`src/rtl/debounce_sync_pkg.sv`:
```
// Shared types and default sizing for the debounce/synchronizer block.
package debounce_pkg;

  typedef enum logic [1:0] {
    IDLE_LOW  = 2'd0,
    WAIT_HIGH = 2'd1,
    IDLE_HIGH = 2'd2,
    WAIT_LOW  = 2'd3
  } db_state_e;

  localparam int DEF_SYNC_STAGES     = 2;
  localparam int DEF_DEBOUNCE_CYCLES = 4;

endpackage

```
`src/rtl/debounce_sync_if.sv`:
```
// Level-signal bundle between a raw pin source and the debouncer.
// No valid/ready handshake: d_in is a free-running level and every output is a registered level.
interface debounce_sync_if #(parameter int GLITCH_W = 8);
  import debounce_pkg::*;

  logic                d_in;
  logic                d_out;
  logic                busy;
  logic [GLITCH_W-1:0] glitch_cnt;
  db_state_e           state;

  modport master (output d_in, input d_out, input busy, input glitch_cnt, input state);
  modport slave  (input d_in, output d_out, output busy, output glitch_cnt, output state);
endinterface

```
`src/rtl/debounce_sync_sync_chain.sv`:
```
// Generic multi-flop synchronizer for a single asynchronous bit.
module sync_chain #(
  parameter int STAGES = 2
) (
  input  logic clk,
  input  logic rst,
  input  logic d,
  output logic q
);

  logic [STAGES-1:0] sync_q;

  always_ff @(posedge clk or negedge rst) begin
    if (!rst) sync_q <= '0;
    else      sync_q <= {sync_q[STAGES-2:0], d};
  end

  assign q = sync_q[STAGES-1];

endmodule

```
`src/rtl/debounce_sync.sv`:
```
// Synchronizes a raw pin and accepts a new level only after DEBOUNCE_CYCLES stable samples;
// rejected candidates are counted in a saturating glitch counter.
module debounce_sync
  import debounce_pkg::*;
#(
  parameter int SYNC_STAGES     = DEF_SYNC_STAGES,
  parameter int DEBOUNCE_CYCLES = DEF_DEBOUNCE_CYCLES,
  parameter int GLITCH_W        = 8
) (
  input logic            clk,
  input logic            rst,
  debounce_sync_if.slave bus
);

  localparam int CNT_W = $clog2(DEBOUNCE_CYCLES);

  logic                s;
  db_state_e           state_q, state_d;
  logic [CNT_W-1:0]    cnt_q, cnt_d;
  logic                d_out_q, d_out_d;
  logic                busy_q, busy_d;
  logic [GLITCH_W-1:0] glitch_q, glitch_d;
  logic                cnt_done;
  logic [GLITCH_W-1:0] glitch_inc;

  sync_chain #(.STAGES(SYNC_STAGES)) u_sync (
    .clk (clk),
    .rst (rst),
    .d   (bus.d_in),
    .q   (s)
  );

  assign cnt_done   = (cnt_q == CNT_W'(DEBOUNCE_CYCLES - 1));
  assign glitch_inc = (glitch_q == '1) ? glitch_q : glitch_q + 1'b1;

  always_ff @(posedge clk or negedge rst) begin
    if (!rst) begin
      state_q  <= IDLE_LOW;
      cnt_q    <= '0;
      d_out_q  <= 1'b0;
      busy_q   <= 1'b0;
      glitch_q <= '0;
    end else begin
      state_q  <= state_d;
      cnt_q    <= cnt_d;
      d_out_q  <= d_out_d;
      busy_q   <= busy_d;
      glitch_q <= glitch_d;
    end
  end

  always_comb begin
    state_d = state_q;
    case (state_q)
      IDLE_LOW:  if (s) state_d = WAIT_HIGH;
      WAIT_HIGH: if (!s) state_d = IDLE_LOW;  else if (cnt_done) state_d = IDLE_HIGH;
      IDLE_HIGH: if (!s) state_d = WAIT_LOW;
      WAIT_LOW:  if (s) state_d = IDLE_HIGH;  else if (cnt_done) state_d = IDLE_LOW;
      default:   state_d = IDLE_LOW;
    endcase
  end

  // cnt counts samples already seen at the candidate level; it returns to 0 whenever idle.
  always_comb begin
    cnt_d    = '0;
    d_out_d  = d_out_q;
    glitch_d = glitch_q;
    busy_d   = (state_d == WAIT_HIGH) || (state_d == WAIT_LOW);
    case (state_q)
      IDLE_LOW:  if (s) cnt_d = CNT_W'(1);
      IDLE_HIGH: if (!s) cnt_d = CNT_W'(1);
      WAIT_HIGH: begin
        if (!s)            glitch_d = glitch_inc;
        else if (cnt_done) d_out_d  = 1'b1;
        else               cnt_d    = cnt_q + 1'b1;
      end
      WAIT_LOW: begin
        if (s)             glitch_d = glitch_inc;
        else if (cnt_done) d_out_d  = 1'b0;
        else               cnt_d    = cnt_q + 1'b1;
      end
      default: ;
    endcase
  end

  assign bus.d_out      = d_out_q;
  assign bus.busy       = busy_q;
  assign bus.glitch_cnt = glitch_q;
  assign bus.state      = state_q;

endmodule
```
`src/flat_wrapper.sv`:
```
// flat-port wrapper written by rule: the top's interface ports become plain ports
module debounce_sync_flat import debounce_pkg::*;
#(
  parameter int SYNC_STAGES     = DEF_SYNC_STAGES,
  parameter int DEBOUNCE_CYCLES = DEF_DEBOUNCE_CYCLES,
  parameter int GLITCH_W        = 8
)
  (clk, rst, bus_d_in, bus_d_out, bus_busy, bus_glitch_cnt, bus_state);
  debounce_sync_if #(.GLITCH_W(GLITCH_W)) bus_i ();
  input logic clk;
  input logic rst;
  input wire logic [$bits(bus_i.d_in)-1:0] bus_d_in;
  output wire logic [$bits(bus_i.d_out)-1:0] bus_d_out;
  output wire logic [$bits(bus_i.busy)-1:0] bus_busy;
  output wire logic [$bits(bus_i.glitch_cnt)-1:0] bus_glitch_cnt;
  output wire logic [$bits(bus_i.state)-1:0] bus_state;
  assign bus_i.d_in = bus_d_in;
  assign bus_d_out = bus_i.d_out;
  assign bus_busy = bus_i.busy;
  assign bus_glitch_cnt = bus_i.glitch_cnt;
  assign bus_state = bus_i.state;
  debounce_sync #(.SYNC_STAGES(SYNC_STAGES), .DEBOUNCE_CYCLES(DEBOUNCE_CYCLES), .GLITCH_W(GLITCH_W)) u_core (.clk(clk), .rst(rst), .bus(bus_i));
endmodule
```
`config.mk`:
```
export PLATFORM = sky130hd
export DESIGN_NAME = debounce_sync_flat
export DESIGN_NICKNAME = d
export VERILOG_FILES = /design/src/rtl/debounce_sync_pkg.sv /design/src/rtl/debounce_sync_if.sv /design/src/rtl/debounce_sync_sync_chain.sv /design/src/rtl/debounce_sync.sv /design/src/flat_wrapper.sv
export SDC_FILE = /design/constraint.sdc
export NUM_CORES = 1
export LEC_CHECK = 0
export BUFFER_PORTS_ARGS = -buffer_cell sky130_fd_sc_hd__buf_2
export CAP_MARGIN = 20
export CORE_MARGIN = 1
export CORE_UTILIZATION = 40
export DETAILED_ROUTE_END_ITERATION = 10
export GPL_TIMING_DRIVEN = 0
export HOLD_SLACK_MARGIN = 0.05
export MAX_ROUTING_LAYER = met4
export PLACE_DENSITY = 0.6
export SLEW_MARGIN = 20
export SYNTH_ARGS = -nofsm -noshare
export SYNTH_HDL_FRONTEND = slang
export SYNTH_SLANG_ARGS = --single-unit
export TNS_END_PERCENT = 100
```
`constraint.sdc`:
```
create_clock -name clk -period 3.1 [get_ports clk]
set_input_delay 0.155 -clock clk [delete_from_list [all_inputs] [get_ports clk]]
set_output_delay 0.155 -clock clk [all_outputs]
set_load 0.01 [all_outputs]
```
==> results of run 1 <==
[repair_timing]
item                      in CTS  in global routing
gates resized for setup        0                  0
buffers inserted               0                  0
hold buffers                   2                  0
hold endpoints to repair      17                  0
[layer usage]
| metal | wire length (um) | GRT usage, % |
|---|---|---|
| met2 | 586 | 25.9 |
| met5 | 0 | - |
| met1 | 592 | 17.0 |
| met3 | 60 | 7.35 |
| met4 | 10 | 3.64 |
[cell families (layout without fill, tap and decap cells)]
family	count (synthesis)	in the layout	share of synthesized area, %
adder cells (fa/ha/maj)	2	2	3.45
buffers and inverters	3	23	2.76
AO/OA/AOI/OAI	12	12	11.9
flip-flops	16	16	55.3
multiplexers	6	6	9.33
XOR/XNOR	3	3	4.66
AND/OR/NAND/NOR	16	16	12.6
[area by class of cell]
cell class	count	area, um^2	area share [%]
Sequential cell	16	400	45.4
Multi-Input combinational cell	39	304	34.5
Tap cell	25	31.3	3.55
Inverter	1	3.75	0.426
Timing Repair Buffer	16	90.1	10.2
Buffer	2	16.3	1.84
Clock buffer	4	36.3	4.11
[per-stage QoR]
step	instance area (um^2)	util, %
after floorplan	724	-
after global placement	826	48.4
after detailed placement	826	48.4
after CTS	882	51.6
after global routing	882	51.6
final	882	51.6
[worst min path at each step]
| stage | from | to | slack [ns] |
|---|---|---|---|
| final | rst | u_core.bus.glitch_cnt[7] | 0.31 |
| after global routing | rst | u_core.bus.glitch_cnt[1] | 0.34 |
| after CTS | rst | u_core.bus.glitch_cnt[1] | 0.31 |
| after detailed placement | rst | u_core.bus.glitch_cnt[7] | 0.09 |
| after global placement | rst | u_core.bus.glitch_cnt[7] | 0.09 |
| after floorplan | rst | u_core.bus.busy | -0.14 |
[state kept, by name, indices dropped and copies added (netlist names)]
register,cells
u_core.bus.glitch_cnt,8
u_core.bus.state,2
u_core.cnt_q,2
u_core.u_sync.sync_q,2
u_core.bus.busy,1
u_core.bus.d_out,1
[worst max-delay path, stage by stage (launching register included)]
cell and delay (ns):
sky130_fd_sc_hd__dfrtp_1 0.43, sky130_fd_sc_hd__ha_1 0.30, sky130_fd_sc_hd__nand3_1 0.24, sky130_fd_sc_hd__o211ai_2 0.25, sky130_fd_sc_hd__mux2_1 0.34
[layout by cell type (no fill, tap or decap)]
cell type,count
sky130_fd_sc_hd__o21ai_1,1
sky130_fd_sc_hd__mux2_2,1
sky130_fd_sc_hd__xnor2_2,1
sky130_fd_sc_hd__o21ai_0,2
sky130_fd_sc_hd__a21boi_1,1
sky130_fd_sc_hd__nand2_1,3
sky130_fd_sc_hd__nand3_1,1
sky130_fd_sc_hd__dlygate4sd3_1,2
sky130_fd_sc_hd__a21oi_2,1
sky130_fd_sc_hd__dfrtp_1,16
sky130_fd_sc_hd__a21oi_1,2
sky130_fd_sc_hd__o211ai_2,1
sky130_fd_sc_hd__clkbuf_8,1
sky130_fd_sc_hd__buf_2,15
sky130_fd_sc_hd__and2_1,1
sky130_fd_sc_hd__ha_1,2
sky130_fd_sc_hd__a31oi_1,2
sky130_fd_sc_hd__o2111ai_1,1
sky130_fd_sc_hd__and4_1,1
sky130_fd_sc_hd__clkbuf_4,3
sky130_fd_sc_hd__inv_1,1
sky130_fd_sc_hd__mux2_1,5
sky130_fd_sc_hd__xnor2_1,2
sky130_fd_sc_hd__buf_6,1
sky130_fd_sc_hd__o2111a_1,1
sky130_fd_sc_hd__and3_1,2
sky130_fd_sc_hd__nand4_1,5
sky130_fd_sc_hd__nand2b_1,2
sky130_fd_sc_hd__nor2_1,1
[report_power, final]
part	internal, uW	switching (uW)
Combinational	151	161
Sequential	281	76.2
Clock	71.5	64.3
==> metrics.md, run 1 <==
| Metric | Value |
|---|---|
| Total power consumption of the routed design | `805 uW` |
| Yosys warning total | `0` |
| Final critical-path required period | `1.66 ns` |
| Synth top area share | `55.3%` |
| Count of buffers from port buffering | `14` |
| Cell type with the largest total area after synthesis | `sky130_fd_sc_hd__dfrtp_1` |
| Post-Synthesis Cells | `58` |
| Routed Wire Length | `1.25 mm` |
| Net count after synthesis | `63` |
| Total of fill cells in the finished design | `162` |
| Top achievable clock speed | `602 MHz` |
| Start of the worst register-to-register path | `u_core.bus.glitch_cnt[0]` |
| Launching element of the worst setup path | `u_core.bus.glitch_cnt[0]` |
| Peak VDD IR | `0.529 mV` |
| Arrival time reported for the critical path endpoint | `1.83 ns` |
| Vias in the first global route | `499` |
| Final sum of negative setup slack | `0 ns` |
| Final Hold Slack | `0.312 ns` |
| Setup Crit Path Kind | `register to register` |
| Die W | `44.6 um` |
| Portion of the clock cycle consumed by the worst path in the final layout | `53.6%` |
| Number of placed cells counting well taps | `97` |
| Number of flops mapped to enable cells by yosys | `0` |
| First-pass GRT wire length | `2.11 mm` |
| CP endpoint | `u_core.bus.glitch_cnt[1]` |
| Total global routing track utilization | `15.6%` |
| H-tree depth | `1` |
| Seq cells post-synth | `16` |
| Die ar. | `1990 um^2` |
| Cell types with the highest counts after synthesis | `16 x sky130_fd_sc_hd__dfrtp_1, 5 x sky130_fd_sc_hd__mux2_1, 5 x sky130_fd_sc_hd__nand4_1` |
| Proportion of synthesized flip-flops having asynchronous set or reset | `100%` |
| Reg-to-reg critical path endpoint | `u_core.bus.glitch_cnt[1]` |
| Number of maximum-capacitance violations | `0` |
| Max-slew headroom at the worst pin | `76.3%` |
| Core footprint | `1710 um^2` |
| Drt first pass iters | `2` |
| Maximum net fanout on the critical path | `6` |
| Dpl hpwl | `856 um` |
| Fraction of layout instances using a drive strength above 1 | `30.8%` |
| Final RePlAce weighted congestion | `0.746` |
| Setup slack on the worst flop-to-flop path | `1.44 ns` |
| Remaining Overflow, GRT | `0` |
| Worst-case setup margin in the final layout | `1.44 ns` |
| Final setup fails | `0` |
| Worst setup skew after layout | `0.00220 ns` |
| Final net count | `84` |
| Number of clock sinks seen by CTS | `16` |
| DR vias/cell | `5.16` |
| Site row count | `15` |
| Final hold violations | `0` |
| Num CTS Buffers | `3` |
| Cell leakage power | `0.000406 uW` |
| Unrepaired setup endpoints after global routing | `no` |
| Class of the most critical hold timing path | `primary input to asynchronous set/reset pin` |
| Die height | `44.6 um` |
| Cell at the root of the clock tree | `sky130_fd_sc_hd__clkbuf_4` |
| Number of placed I/O pins | `15` |
| Effective utilization at floorplan | `42.4%` |
| Number of cells traversed by the worst register-to-register path | `4` |
| Pin count of the biggest net entering global routing | `17` |
| DP Worst Slack | `1.45 ns` |
| Max-slew violation total from the final report | `0` |
| Violation count after the first detailed-route iteration | `13` |
| Clock tree from TritonCTS | `built` |
| Number of antenna-violating nets in the routed design | `0` |
| Main flop type after synthesis | `sky130_fd_sc_hd__dfrtp_1` |
| Antenna diode instance count | `0` |
| Endpoint type of the worst setup path | `register` |
| Count of unique library cells instantiated by Yosys | `26` |
| Maximum buffer depth of the clock tree | `2` |
| Launching element type of the critical path | `register` |
| Sequential fraction of the synthesis area | `55.3%` |
| Wire length per cell | `12.1 um` |
| Vias | `531` |
| Area Overhead vs Synth | `21.8%` |
| DRC violation count after routing | `0` |
| Most frequent cell after synthesis | `sky130_fd_sc_hd__dfrtp_1` |
| Cell area after synthesis | `724 um^2` |
| Least-Margin Pin Slew | `0.356 ns` |
| Final cell count without fillers | `103` |
| Endpoint required time on the critical path | `3.27 ns` |
| Antenna violations before repair | `0` |
| Top cells by area, synth | `sky130_fd_sc_hd__dfrtp_1 55%, sky130_fd_sc_hd__mux2_1 7.8%, sky130_fd_sc_hd__nand4_1 4.3%` |
| Worst skew pair latency | `0.28 ns` |
| Clock-pin slew on the worst setup and hold paths | `0.09 ns` |
| Outcome | `finished, final reports clean` |
| Avg Inst Size Synth | `12.5 um^2` |
| Power per unit of standard cell area | `913 nW/um^2` |
No activity file was read; power rests on OpenSTA's default activity.
==> inputs of run 2 (changes only) <==
PLACE_DENSITY = 0.63   (was 0.6)
clock period = 1.4 ns   (was 3.1 ns; I/O delays follow)
==> metrics.md, run 2 (synthesis gave the netlist of run 1 again) <==
| Metric | Value |
|---|---|
| Die height | `44.6 um` |
| Met3 GRT Util | `2.45%` |
| Max-slew violation total from the final report | `0` |
| Vias in the first global route | `462` |
| Power per unit of standard cell area | `2030 nW/um^2` |
| Start of the worst register-to-register path | `u_core.u_sync.sync_q[1]` |
| Effective utilization at floorplan | `42.4%` |
| Die ar. | `1990 um^2` |
| Unrepaired setup endpoints after global routing | `no` |
| Setup Crit Path Kind | `register to register` |
| Final cell utilization of the core | `56.0%` |
| Switching share of power | `36.2%` |
| Final net count | `90` |
| Final critical-path required period | `1.33 ns` |
| Number of cells traversed by the worst register-to-register path | `4` |
| Share of total power in the clock network | `15.5%` |
| Drt first pass iters | `4` |
| Clock tree from TritonCTS | `built` |
| Routed Wire Length | `1.24 mm` |
| Number of clock sinks seen by CTS | `16` |
| Met1 track demand over resource in global routing | `19.5%` |
| Fraction of layout instances using a drive strength above 1 | `41.7%` |
| Total of fill cells in the finished design | `167` |
| Clock-pin slew on the worst setup and hold paths | `0.10 ns` |
| Count of buffers from port buffering | `14` |
| Antenna violations before repair | `0` |
| DRC violation count after routing | `0` |
| Placed instance area | `841 um^2` |
| Least-Margin Pin Slew | `0.360 ns` |
| H-tree depth | `1` |
| Buf/Inv on CP | `1` |
| Maximum net fanout on the critical path | `7` |
| Most frequent cells in the layout | `15 x sky130_fd_sc_hd__buf_2, 13 x sky130_fd_sc_hd__dfrtp_1, 6 x sky130_fd_sc_hd__buf_4, 5 x sky130_fd_sc_hd__nand4_1, 5 x sky130_fd_sc_hd__mux2_1` |
| Final setup fails | `0` |
| DR vias/cell | `4.83` |
| Dpl hpwl | `842 um` |
| Slowest stage cell, crit path | `sky130_fd_sc_hd__dfrtp_1` |
| Switch Pwr | `703 uW` |
| Class of the most critical hold timing path | `primary input to asynchronous set/reset pin` |
| Cell type group with the largest total delay on the critical path | `flip-flops` |
| Outcome | `finished, final reports clean` |
| Reg-to-reg critical path endpoint | `u_core.bus.glitch_cnt[6]` |
| Final RePlAce weighted congestion | `0.781` |
| Num CTS Buffers | `3` |
| Vias | `527` |
| Met2 Track Usage GR | `21.2%` |
| Pin count of the biggest net entering global routing | `17` |
| Number of antenna-violating nets in the routed design | `0` |
| Critical path, cell by cell | `xnor2_2 > buf_6 > nand4_1 > mux2_1` |
| First-pass GRT wire length | `2.00 mm` |
| Area Overhead vs Synth | `32.0%` |
| Max reg flops | `8` |
| Core footprint | `1710 um^2` |
| Endpoint type of the worst setup path | `register` |
| Endpoint required time on the critical path | `1.57 ns` |
| Die W | `44.6 um` |
| Most used routing layer | `met2` |
| Maximum buffer depth of the clock tree | `2` |
| Portion of total power attributed to sequential cells | `40.5%` |
| Portion of the clock cycle consumed by the worst path in the final layout | `94.9%` |
| Total global routing track utilization | `14.3%` |
| Number of placed I/O pins | `15` |
| Flip-flop and latch area | `404 um^2` |
| Arrival time reported for the critical path endpoint | `1.50 ns` |
| Remaining Overflow, GRT | `0` |
| Top achievable clock speed | `753 MHz` |
| Design area | `956 um^2` |
| Violation count after the first detailed-route iteration | `3` |
| Peak VDD IR | `1.00 mV` |
| Number of maximum-capacitance violations | `0` |
| Max-slew headroom at the worst pin | `76.0%` |
| Launching element type of the critical path | `register` |
| Wire length per cell | `11.3 um` |
| Area of the multi-input gates | `329 um^2` |
| Int Power | `1240 uW` |
| Final hold violations | `0` |
| Largest stage delay on the critical path | `0.43 ns` |
| Cell leakage power | `0.000431 uW` |
| Setup slack on the worst flop-to-flop path | `0.07 ns` |
| Antenna diode instance count | `0` |
| Final sum of negative setup slack | `0 ns` |
| Logic gate share of total power | `44.0%` |
| Site row count | `15` |
| Most frequent standard cell in the layout excluding fill and tap cells | `sky130_fd_sc_hd__buf_2` |
| Cell at the root of the clock tree | `sky130_fd_sc_hd__clkbuf_4` |
| Worst setup skew after layout | `0.00501 ns` |
| Worst skew pair latency | `0.28 ns` |
run 2: worst max path at each step:
stage                                  start                  endpoint  cells after the start
global route         u_core.u_sync.sync_q[1]  u_core.bus.glitch_cnt[7]                      4
floorplan           u_core.bus.glitch_cnt[0]  u_core.bus.glitch_cnt[1]                      4
detailed placement  u_core.bus.glitch_cnt[0]  u_core.bus.glitch_cnt[1]                      4
CTS                 u_core.bus.glitch_cnt[1]  u_core.bus.glitch_cnt[1]                      4
global placement    u_core.bus.glitch_cnt[0]  u_core.bus.glitch_cnt[1]                      4
finish               u_core.u_sync.sync_q[1]  u_core.bus.glitch_cnt[6]                      4
run 2: repair_timing:
item | CTS | global route
hold buffers | 2 | 0
setup endpoints to repair | 1 | 5
resized for setup | 1 | 2
pin swaps | 1 | 2
buffers inserted | 3 | 3
endpoints found under the hold margin | 17 | 0
run 2: cell type report:
class / instances / share of cell area (%)
tap: 25 / 3.27
timing repair buffer: 22 / 14.1
buffer: 2 / 1.70
inverter: 1 / 0.393
clock buffer: 4 / 3.80
sequential: 16 / 42.3
multi-input combinational: 39 / 34.4
run 2: power groups by stage:
stage	Sequential, uW	Clock, uW	Combinational (uW)
2_1_floorplan	854	0	437
3_3_place_gp	814	0	697
3_5_place_dp	820	0	710
4_1_cts	787	314	811
5_1_grt	817	329	962
6_report	787	301	855
run 2: routing by layer:
| metal | share of wire, % | vias to the layer above | wire length, um |
|---|---|---|---|
| li1 | - | 268 | - |
| met1 | 45 | 250 | 561 |
| met2 | 51 | 9 | 632 |
| met3 | 3.3 | 0 | 41 |
| met4 | 0 | 0 | 0 |
| met5 | 0 | - | 0 |
run 2: per-stage QoR:
step	total power [uW]	cells	hold WS, ns	worst slack [ns]
2_1_floorplan	1290	58	-0.226	0.0289
3_3_place_gp	1510	97	0.00242	-0.0686
3_5_place_dp	1530	97	0.00798	-0.0901
4_1_cts	1910	106	0.224	0.0108
5_1_grt	2110	109	0.264	0.00627
6_report	1940	109	0.218	0.0713
run 2: worst reg2reg max path, cell delays in order, from the launching register on:
cell and delay [ns]:
sky130_fd_sc_hd__dfrtp_1 0.43, sky130_fd_sc_hd__xnor2_2 0.22, sky130_fd_sc_hd__buf_6 0.15, sky130_fd_sc_hd__nand4_1 0.10, sky130_fd_sc_hd__mux2_1 0.32
==> inputs of run 3 (changes only) <==
ABC_AREA = 1   (was unset)
PLACE_DENSITY = 0.62   (was 0.63)
SLEW_MARGIN = unset   (was 20)
==> metrics.md, run 3 <==
| Metric | Value |
|---|---|
| Outcome | `finished, final reports clean` |
| Endpoint type of the worst setup path | `register` |
| Number of placed I/O pins | `15` |
| Max reg flops | `8` |
| Pin count of the biggest net entering global routing | `17` |
| Int Power | `1040 uW` |
| Number of placed cells counting well taps | `129` |
| Final hold violations | `0` |
| Count of unique library cells instantiated by Yosys | `16` |
| Endpoint required time on the critical path | `1.58 ns` |
| Number of antenna-violating nets in the routed design | `0` |
| Routed Wire Length | `1.34 mm` |
| Logic gate share of total power | `37.6%` |
| Sequential fraction of the synthesis area | `52.6%` |
| Die W | `45.6 um` |
| Synth top area share | `52.6%` |
| Vias in the first global route | `558` |
| Final cell count without fillers | `137` |
| Worst skew pair latency | `0.28 ns` |
| Power per unit of standard cell area | `1810 nW/um^2` |
| Core footprint | `1750 um^2` |
| Class of the most critical hold timing path | `primary input to asynchronous set/reset pin` |
| Design area | `933 um^2` |
| DR vias/cell | `4.64` |
| Area Overhead vs Synth | `22.7%` |
| Most frequent cells in the layout | `35 x sky130_fd_sc_hd__nand2_1, 16 x sky130_fd_sc_hd__dfrtp_1, 14 x sky130_fd_sc_hd__buf_2, 8 x sky130_fd_sc_hd__nor2_1, 7 x sky130_fd_sc_hd__inv_1` |
| Launching element type of the critical path | `register` |
| Compound-Gate Fraction of Synth Area | `4.28%` |
| Largest family of logic cells by synthesized area | `simple AND/OR/NAND/NOR gates` |
| Final critical-path required period | `1.29 ns` |
| Most frequent standard cell in the layout excluding fill and tap cells | `sky130_fd_sc_hd__nand2_1` |
| Portion of total power attributed to sequential cells | `44.7%` |
| Switch Pwr | `651 uW` |
| Top achievable clock speed | `773 MHz` |
| Cell types with the highest counts after synthesis | `35 x sky130_fd_sc_hd__nand2_1, 16 x sky130_fd_sc_hd__dfrtp_1, 8 x sky130_fd_sc_hd__nor2_1` |
| Least-Margin Pin Slew | `0.402 ns` |
| Start of the worst register-to-register path | `u_core.bus.glitch_cnt[0]` |
| Max-slew headroom at the worst pin | `73.0%` |
| Setup slack on the worst flop-to-flop path | `0.11 ns` |
| Total global routing track utilization | `16.2%` |
| Seq cells post-synth | `16` |
| Switching share of power | `38.6%` |
| Number of cells upsized or downsized after cts | `0` |
| Final Hold Slack | `0.216 ns` |
| Count of buffers from port buffering | `14` |
| Cell leakage power | `0.000482 uW` |
| Number of clock sinks seen by CTS | `16` |
| Dpl hpwl | `964 um` |
| Clock tree from TritonCTS | `built` |
| Portion of the clock cycle consumed by the worst path in the final layout | `92.4%` |
| Maximum buffer depth of the clock tree | `2` |
| Fraction of the mapped netlist area in simple logic gates | `30.9%` |
| Number of cells traversed by the worst register-to-register path | `8` |
| Fraction of layout instances using a drive strength above 1 | `22.3%` |
| Number of flops mapped to enable cells by yosys | `0` |
| Unrepaired setup endpoints after global routing | `no` |
| Vias | `636` |
| Effective utilization at floorplan | `43.6%` |
| Clock-pin slew on the worst setup and hold paths | `0.09 ns` |
| Max-slew violation total from the final report | `0` |
| Num CTS Buffers | `3` |
| Die height | `45.6 um` |
| Drt first pass iters | `4` |
| Die ar. | `2080 um^2` |
| DRC violation count after routing | `0` |
| Xor-xnor portion of the synthesized cell area | `4.61%` |
| H-tree depth | `1` |
| Proportion of synthesized flip-flops having asynchronous set or reset | `100%` |
| Placed instance area | `862 um^2` |
| Remaining Overflow, GRT | `0` |
| Final setup fails | `0` |
| Cell area after synthesis | `761 um^2` |
| Reg-to-reg critical path endpoint | `u_core.bus.glitch_cnt[7]` |
| Main flop type after synthesis | `sky130_fd_sc_hd__dfrtp_1` |
| Final sum of negative setup slack | `0 ns` |
| Top cells by area, synth | `sky130_fd_sc_hd__dfrtp_1 53%, sky130_fd_sc_hd__nand2_1 17%, sky130_fd_sc_hd__nor2_1 3.9%` |
| Antenna violations before repair | `0` |
| Post-Synthesis Cells | `90` |
| Net count after synthesis | `95` |
| Setup Crit Path Kind | `register to register` |
| Cell at the root of the clock tree | `sky130_fd_sc_hd__clkbuf_4` |
| Maximum net fanout on the critical path | `9` |
| Antenna diode instance count | `0` |
| Final RePlAce weighted congestion | `0.715` |
| Wire length per cell | `9.75 um` |
| Number of maximum-capacitance violations | `0` |
| Total of fill cells in the finished design | `179` |
| Violation count after the first detailed-route iteration | `5` |
| Cell type with the largest total area after synthesis | `sky130_fd_sc_hd__dfrtp_1` |
| Adder and majority gate portion of the synthesized area | `3.29%` |
| Site row count | `15` |
| Arrival time reported for the critical path endpoint | `1.48 ns` |
| Worst setup skew after layout | `0.00411 ns` |
| Peak VDD IR | `0.841 mV` |
| Multiplexer fraction of the synthesized cell area | `0%` |
| Most frequent cell after synthesis | `sky130_fd_sc_hd__nand2_1` |
| Avg Inst Size Synth | `8.45 um^2` |
| Final net count | `118` |
| Share of total power in the clock network | `17.8%` |
| Yosys warning total | `0` |
| First-pass GRT wire length | `2.33 mm` |
| Final cell utilization of the core | `53.5%` |
-- run 3: changes by cell type after synthesis, moves of 2 or more --
cell,previous run,this run
sky130_fd_sc_hd__mux2_1,5,0
sky130_fd_sc_hd__inv_1,1,7
sky130_fd_sc_hd__a21oi_1,2,0
sky130_fd_sc_hd__nand2_1,3,35
sky130_fd_sc_hd__nand4_1,5,1
sky130_fd_sc_hd__and3_1,2,0
sky130_fd_sc_hd__nand2_2,0,2
sky130_fd_sc_hd__nand3_1,1,5
sky130_fd_sc_hd__nand2b_1,2,0
sky130_fd_sc_hd__nor2_1,1,8
sky130_fd_sc_hd__xor2_1,0,2
sky130_fd_sc_hd__o21ai_0,2,5
sky130_fd_sc_hd__a31oi_1,2,0
-- run 3: how the worst max path moves through the flow --
stage / to / start / cells after the start
floorplan: u_core.bus.glitch_cnt[4] / u_core.bus.glitch_cnt[1] / 8
CTS: u_core.bus.glitch_cnt[7] / u_core.bus.glitch_cnt[0] / 8
global route: u_core.bus.glitch_cnt[7] / u_core.bus.glitch_cnt[0] / 8
global placement: u_core.bus.glitch_cnt[4] / u_core.bus.glitch_cnt[0] / 8
finish: u_core.bus.glitch_cnt[7] / u_core.bus.glitch_cnt[0] / 8
detailed placement: u_core.bus.glitch_cnt[5] / u_core.bus.glitch_cnt[0] / 8
-- run 3: final cells by class --
class	instances	area (um^2)	share of cell area (%)
Sequential cell	16	400	42.9
Tap cell	25	31.3	3.35
Clock buffer	4	36.3	3.89
Multi-Input combinational cell	66	328	35.1
Timing Repair Buffer	18	105	11.3
Inverter	8	32.5	3.49
-- run 3: power by group through the flow --
stage               Clock, uW  Sequential [uW]  Combinational (uW)
global route              331              789                 733
CTS                       311              764                 597
detailed placement          0              773                 588
floorplan                   0              812                 331
finish                    300              755                 634
global placement            0              767                 574
-- run 3: cell families (layout without fill, tap and decap cells) --
| logic type | Yosys count | in the layout |
|---|---|---|
| buffers and inverters | 8 | 30 |
| AO/OA/AOI/OAI | 6 | 6 |
| flip-flops | 16 | 16 |
| AND/OR/NAND/NOR | 54 | 54 |
| adder cells (fa/ha/maj) | 2 | 2 |
| XOR/XNOR | 4 | 4 |
-- run 3: timing repair --
action,4_1_cts,5_1_grt
endpoints found under the hold margin,17,0
setup buffers,0,2
hold buffers,2,0
setup endpoints to repair,0,6
-- run 3: metrics by stage --
step           total power [uW]  setup slack, ns
3_5_place_dp               1360           0.0868
5_1_grt                    1850          0.00146
2_1_floorplan              1140            0.153
4_1_cts                    1670           0.0629
3_3_place_gp               1340           0.0842
6_report                   1690            0.106
-- run 3: metal layers --
metal	vias to the layer above	share of wire, %	GRT usage (%)
li1	325	-	-
met1	292	48	22.3
met2	15	46	23.4
met3	4	4.0	2.38
met4	0	1.9	7.27
met5	-	0	-
-- run 3: worst max-delay path: stages (launching register included) --
cell	delay, ns
sky130_fd_sc_hd__dfrtp_1	0.40
sky130_fd_sc_hd__ha_1	0.21
sky130_fd_sc_hd__nand2_2	0.09
sky130_fd_sc_hd__nor2_4	0.11
sky130_fd_sc_hd__nand2_2	0.07
sky130_fd_sc_hd__nand2_4	0.13
sky130_fd_sc_hd__inv_4	0.07
sky130_fd_sc_hd__nand2_1	0.07
sky130_fd_sc_hd__nand2_1	0.04
